## src/rtl/ad4003_sdo_reader.sv

```systemverilog
// Captures the AD4003 SDO lanes during each read window and commits one parallel
// multi-channel frame per conversion, with valid/ready handshake and error counters.
module ad4003_sdo_reader #(
    parameter int unsigned N_CH   = 48,
    parameter int unsigned DATA_W = 18
) (
    input  logic                   adc_read_clk,
    input  logic                   rst,
    input  logic                   reader_en_sync,
    input  logic [N_CH-1:0]        adc_sdo,
    input  logic                   data_ready,
    output logic [N_CH*DATA_W-1:0] adc_data,
    output logic                   data_valid,
    output logic [15:0]            frame_seq,
    output logic [15:0]            frame_err_cnt,
    output logic [15:0]            overrun_cnt
);

    localparam logic [5:0] BitCntMax = 6'd63;
    localparam logic [5:0] FrameBits = 6'(DATA_W);

    logic                   en_dly_q;
    logic                   armed_q;
    logic [5:0]             bit_cnt_q, bit_cnt_d;
    logic [N_CH*DATA_W-1:0] sh_q, sh_d;

    logic capture;
    logic win_end;
    logic commit;
    logic drop;
    logic accept;

    always_comb begin
        capture = armed_q && reader_en_sync;
        win_end = armed_q && en_dly_q && !reader_en_sync;
        commit  = win_end && (bit_cnt_q == FrameBits);
        drop    = win_end && (bit_cnt_q != FrameBits);
        accept  = data_valid && data_ready;

        bit_cnt_d = bit_cnt_q;
        sh_d      = sh_q;
        if (capture) begin
            if (!en_dly_q) begin
                bit_cnt_d = 6'd1;
            end else if (bit_cnt_q != BitCntMax) begin
                bit_cnt_d = bit_cnt_q + 6'd1;
            end
            // Lane layout of sh_q matches adc_data so a commit is a straight copy.
            for (int c = 0; c < N_CH; c++) begin
                sh_d[c*DATA_W +: DATA_W] = {sh_q[c*DATA_W +: DATA_W-1], adc_sdo[c]};
            end
        end
    end

    always_ff @(posedge adc_read_clk) begin
        if (rst) begin
            en_dly_q  <= 1'b0;
            armed_q   <= 1'b0;
            bit_cnt_q <= '0;
            sh_q      <= '0;
        end else begin
            en_dly_q  <= reader_en_sync;
            bit_cnt_q <= bit_cnt_d;
            sh_q      <= sh_d;
            // Arm only after an idle cycle so a window cut by reset is never judged.
            if (!reader_en_sync) begin
                armed_q <= 1'b1;
            end
        end
    end

    always_ff @(posedge adc_read_clk) begin
        if (rst) begin
            adc_data    <= '0;
            data_valid  <= 1'b0;
            frame_seq   <= '0;
            overrun_cnt <= '0;
        end else if (commit) begin
            adc_data   <= sh_q;
            data_valid <= 1'b1;
            frame_seq  <= frame_seq + 16'd1;
            if (data_valid && !data_ready && (overrun_cnt != 16'hFFFF)) begin
                overrun_cnt <= overrun_cnt + 16'd1;
            end
        end else if (accept) begin
            data_valid <= 1'b0;
        end
    end

    always_ff @(posedge adc_read_clk) begin
        if (rst) begin
            frame_err_cnt <= '0;
        end else if (drop && (frame_err_cnt != 16'hFFFF)) begin
            frame_err_cnt <= frame_err_cnt + 16'd1;
        end
    end

endmodule

```

## config.mk

```make
export PLATFORM = sky130hd
export DESIGN_NAME = ad4003_sdo_reader
export DESIGN_NICKNAME = d
export VERILOG_FILES = /design/src/rtl/ad4003_sdo_reader.sv
export SDC_FILE = /design/constraint.sdc
export NUM_CORES = 2
export LEC_CHECK = 0
export CAP_MARGIN = 0
export CORE_UTILIZATION = 25
export DETAILED_ROUTE_END_ITERATION = 10
export HOLD_SLACK_MARGIN = 0.12
export MAX_ROUTING_LAYER = met4
export PLACE_DENSITY = 0.45
export SLEW_MARGIN = 20
export SYNTH_ARGS = -nofsm -noshare
export SYNTH_HDL_FRONTEND = slang
export SYNTH_SLANG_ARGS = --single-unit
export TNS_END_PERCENT = 30
```

## constraint.sdc

```tcl
create_clock -name adc_read_clk -period 4.25 [get_ports adc_read_clk]
set_input_delay 0.85 -clock adc_read_clk [delete_from_list [all_inputs] [get_ports adc_read_clk]]
set_output_delay 0.85 -clock adc_read_clk [all_outputs]
set_load 0.005 [all_outputs]
```

==> results of run 1 <==
per-stage QoR:
stage               instance area, um^2  setup WS (ps)
CTS                               81200           1320
global placement                  74600            775
global route                      81200           1290
floorplan                         61400           1680
detailed placement                74600            885
cell families after synthesis:
logic type                 Yosys count
muxes                               22
DFF                               1785
xor gates and xnor gates            11
buffers and inverters              607
adders and majority gates            5
and+or+nand+nor                   3629
AOI/OAI and AO/OA                 1778
routing by layer:
metal / track usage [%]
met4: 5.16
met2: 25.7
met5: -
met3: 3.61
met1: 22.0
==> results.yml, run 1 <==
placement:
  dp.cells: 11500
  gp_congestion: 0.807
  port_buffers: 964
  dp_hpwl_um: 138000
clock_tree:
  hold_buffers: 0
  htree_num_levels: 4
  ctsResizeCount: 0
  cts_made_buffers: 194
  post_cts_buffers: 0
  clockBufferDepth: 3
  cts_sinks: 1785
  cts_root_buf: "clkbuf_16"
synth:
  synth_top_family_by_area: "simple AND/OR/NAND/NOR gates"
  yosys.area_share.simple_pct: 22.8
  synth-seq-cells: 1785
  yosys.area.top_type_share_pct: 58.2
  synth_compound_area_share_pct: 14.6
  yosysMostFrequentCell: "nand2_1"
  async_flop_share_pct: 0
  synth-warning-count: 0
  synth_adder_area_share_pct: 0.102
  synth_cell_types: 44
  synth_edf_count: 0
  ys_seq_area_share_pct: 58.2
  syn-mean-instance-area_um2: 7.83
  synth_common_cells: "3474 x nand2_1, 1785 x dfxtp_1, 1749 x a21oi_1"
  netlist_top_cells_area: "dfxtp_1 58%, nand2_1 21%, a21oi_1 14%, clkbuf_1 3.3%, mux2_1 0.39%"
  yosys-mux-area-fraction_pct: 0.402
  synth_ff_type: "dfxtp_1"
  synthXorXnorAreaFrac_pct: 0.157
  synthesis.area_mm2: 0.0614
  synth_largest_area_cell: "dfxtp_1"
  syn-instance-count: 7837
  synth_nets: 7894
outcome:
  stop_stage: "detailed routing"
  status: "stopped before the end"
  error: "[ERROR DRT-0255] Maze Route cannot find path of net adc_read_clk in worker of routeBox ( 483000 0 ) ( 497435 48300 )."
global_route:
  grt_max_degree: 160
  antenna_found_initial: 2
  grt_pass1_vias: 50500
  grt_pass1_wl_um: 316000
  grt_usage_pct: 16.8
  grt_overflow: 0
floorplanning:
  ios: 965
  initial_core_util_pct: 25.2
  rows: 181
  die_y_um: 497
  die_width_um: 497
==> run 2, diff against run 1 <==
--- a/config.mk
+++ b/config.mk
@@ -6,11 +6,9 @@
 export NUM_CORES = 2
 export LEC_CHECK = 0
 export CAP_MARGIN = 0
-export CORE_UTILIZATION = 25
+export CORE_UTILIZATION = 20
 export DETAILED_ROUTE_END_ITERATION = 10
-export HOLD_SLACK_MARGIN = 0.12
-export MAX_ROUTING_LAYER = met4
-export PLACE_DENSITY = 0.45
+export PLACE_DENSITY_LB_ADDON = 0.15
 export SLEW_MARGIN = 20
 export SYNTH_ARGS = -nofsm -noshare
 export SYNTH_HDL_FRONTEND = slang
==> results.yml, run 2 <==
routing:
  ant_nets: 0
  dr.pass1.iters: 5
  vias_per_cell: 4.21
  initialDrtViolationCount: 3576
  wirelength_um: 225000
  vias: 53900
  wl_per_cell_um: 17.6
  drc: 0
synth:
  yosysMostFrequentCell: "nand2_1"
  synth_nets: 7894
  netlist_top_cells_area: "dfxtp_1 58%, nand2_1 21%, a21oi_1 14%, clkbuf_1 3.3%, mux2_1 0.39%"
  synth_ff_type: "dfxtp_1"
  syn-mean-instance-area_um2: 7.83
  synthesis.area_mm2: 0.0614
  synth_common_cells: "3474 x nand2_1, 1785 x dfxtp_1, 1749 x a21oi_1"
  yosys.area.top_type_share_pct: 58.2
  ys_seq_area_share_pct: 58.2
  synth-warning-count: 0
  async_flop_share_pct: 0
  synth-seq-cells: 1785
  synth_edf_count: 0
  syn-instance-count: 7837
  synth_largest_area_cell: "dfxtp_1"
  synth_cell_types: 44
placement:
  dp_slack_ps: 693
  dp_hpwl_um: 148000
  gp_congestion: 0.757
  port_buffers: 964
  dp.cells: 12400
sta:
  worst_pin_slew_ps: 865
  setup_viol: 0
  slew_headroom_pct: 42.3
  setup_ws_ps: 1190
  finalClockSkew_ps: 62.5
  tns_ps: 0
  drv_slew: 0
  hold_viol_final: 0
  period_share_pct: 71.9
  fin_crit_ps: 3060
  rsz0062_at_grt: "false"
  max_freq_mhz: 327
power:
  clkPwrFrac_pct: 51.2
  vdd_ir_drop_max_v: 0.000311
  cellLeakagePower_uw: 0.0257
  p_sw_share_pct: 22.8
  seq_power_share_pct: 46.5
  combPwrFrac_pct: 2.2
  power.switching_uw: 8230
  p_per_area_mw_per_mm2: 437
  p_int_uw: 27800
clock_tree:
  hold_buffers: 0
  cts_tree: "done"
  clockBufferDepth: 4
  post_cts_buffers: 0
  cts_sinks: 1785
  ctsResizeCount: 0
  cts_made_buffers: 209
  clkSlewWorstSetupHoldPaths_ps: 60
  htree_num_levels: 4
  clock_latency_ps: 890
  cts_root_buf: "clkbuf_16"
setup_path:
  path_delay_family: "buffers and inverters"
  crit_type: "reg2out"
  ff2ff_setup_slack_ps: 1490
  rr_startpoint: "bit_cnt_q[0]"
  r2r-end: "frame_seq[11]"
  cp.arrival_ps: 2210
  cp_slowest_cell: "clkdlybuf4s50_1"
  start_kind: "register"
  cp_max_fo: 7
  setup.worst_path.end_class: "output port"
  path_cells: "clkdlybuf4s50_1"
  cp.buffers_inverters: 1
  slowest_delay_ps: 890
  reg2reg_depth: 7
  required_ps: 3400
floorplanning:
  die_y_um: 556
  die_width_um: 556
  initial_core_util_pct: 20.1
  core_area_mm2: 0.306
  ios: 965
  rows: 203
  die-area_mm2: 0.309
layout:
  layout.cells.non_filler: 12800
  regArea_mm2: 0.0357
  fillerInstances: 33200
  final_util_pct: 27.0
  reg_top3: "adc_data: 864 flops, sh_q: 864 flops"
  drive_gt1_share_pct: 5.52
  multi_input_area_mm2: 0.0234
  final_common_cell: "nand2_1"
  layout_common_cells: "3473 x nand2_1, 1785 x dfxtp_1, 1749 x a21oi_1"
  syn2layout_area_growth_pct: 34.6
  fin_nets: 8611
global_route:
  grt_pass1_vias: 51300
  grt_max_degree: 149
  grt_pass1_wl_um: 334000
  antenna_found_initial: 4
  grt_usage_pct: 13.9
  grt_overflow: 0
outcome:
  status: "finished clean"
job:
  cap_violations: 0
min_path:
  hold_end: "adc_data[507]"
  worstHoldStart: "sh_q[507]"
  min_path_cells: 2
  hp-class: "reg2reg"
## run 2: area by class of cell
class	instances	area share, %
Sequential cell	1785	43.3
Multi-Input combinational cell	5445	28.3
Timing Repair Buffer	1102	13.7
Clock buffer	306	7.48
Tap cell	4100	6.21
Clock inverter	69	1.02
Inverter	11	0.0500
Antenna cell	3	0.00909
## run 2: worst min-delay path: cells and delay by family, from the launching register on
kind,cells,cell delay (ps)
flops,1,320
simple gates,1,60
compound gates,1,50
## run 2: through the flow
step	instance area, um^2	power (uW)	hold WS, ps
floorplan	61400	17600	432
CTS	82600	36700	429
finish	82600	36100	414
global placement	75600	18000	438
detailed placement	75600	18000	446
global route	82600	37400	457
## run 2: logic make-up after synthesis
family / synth area share [%]
AND/OR/NAND/NOR: 22.8
flip-flops: 58.2
AO/OA/AOI/OAI: 14.6
buffers and inverters: 3.73
multiplexers: 0.402
XOR/XNOR: 0.157
adder cells (fa/ha/maj): 0.102
## run 2: power by group through the flow
stage | sequential (uW) | clock, uW | combinational, uW
3_3_place_gp | 17200 | 0 | 829
4_1_cts | 16800 | 19100 | 830
2_1_floorplan | 17100 | 0 | 477
3_5_place_dp | 17200 | 0 | 828
5_1_grt | 16800 | 19800 | 883
6_report | 16800 | 18500 | 805
## run 2: layer usage
metal / share of wire (%) / global-route usage [%]
met1: 47 / 18.8
met2: 43 / 21.2
met3: 6.5 / 3.61
met4: 3.5 / 4.89
met5: 0 / 0
## run 2: worst max-delay path by stage
stage | startpoint | endpoint | slack, ps | cells after the start
floorplan | reader_en_sync | overrun_cnt[15] | 1680 | 6
global placement | reader_en_sync | overrun_cnt[10] | 720 | 5
detailed placement | reader_en_sync | overrun_cnt[10] | 690 | 5
CTS | overrun_cnt[6] | overrun_cnt[6] | 1110 | 1
global route | overrun_cnt[6] | overrun_cnt[6] | 1080 | 1
finish | frame_seq[9] | frame_seq[9] | 1190 | 1
Note: power is estimated with default switching activity, not from simulation.
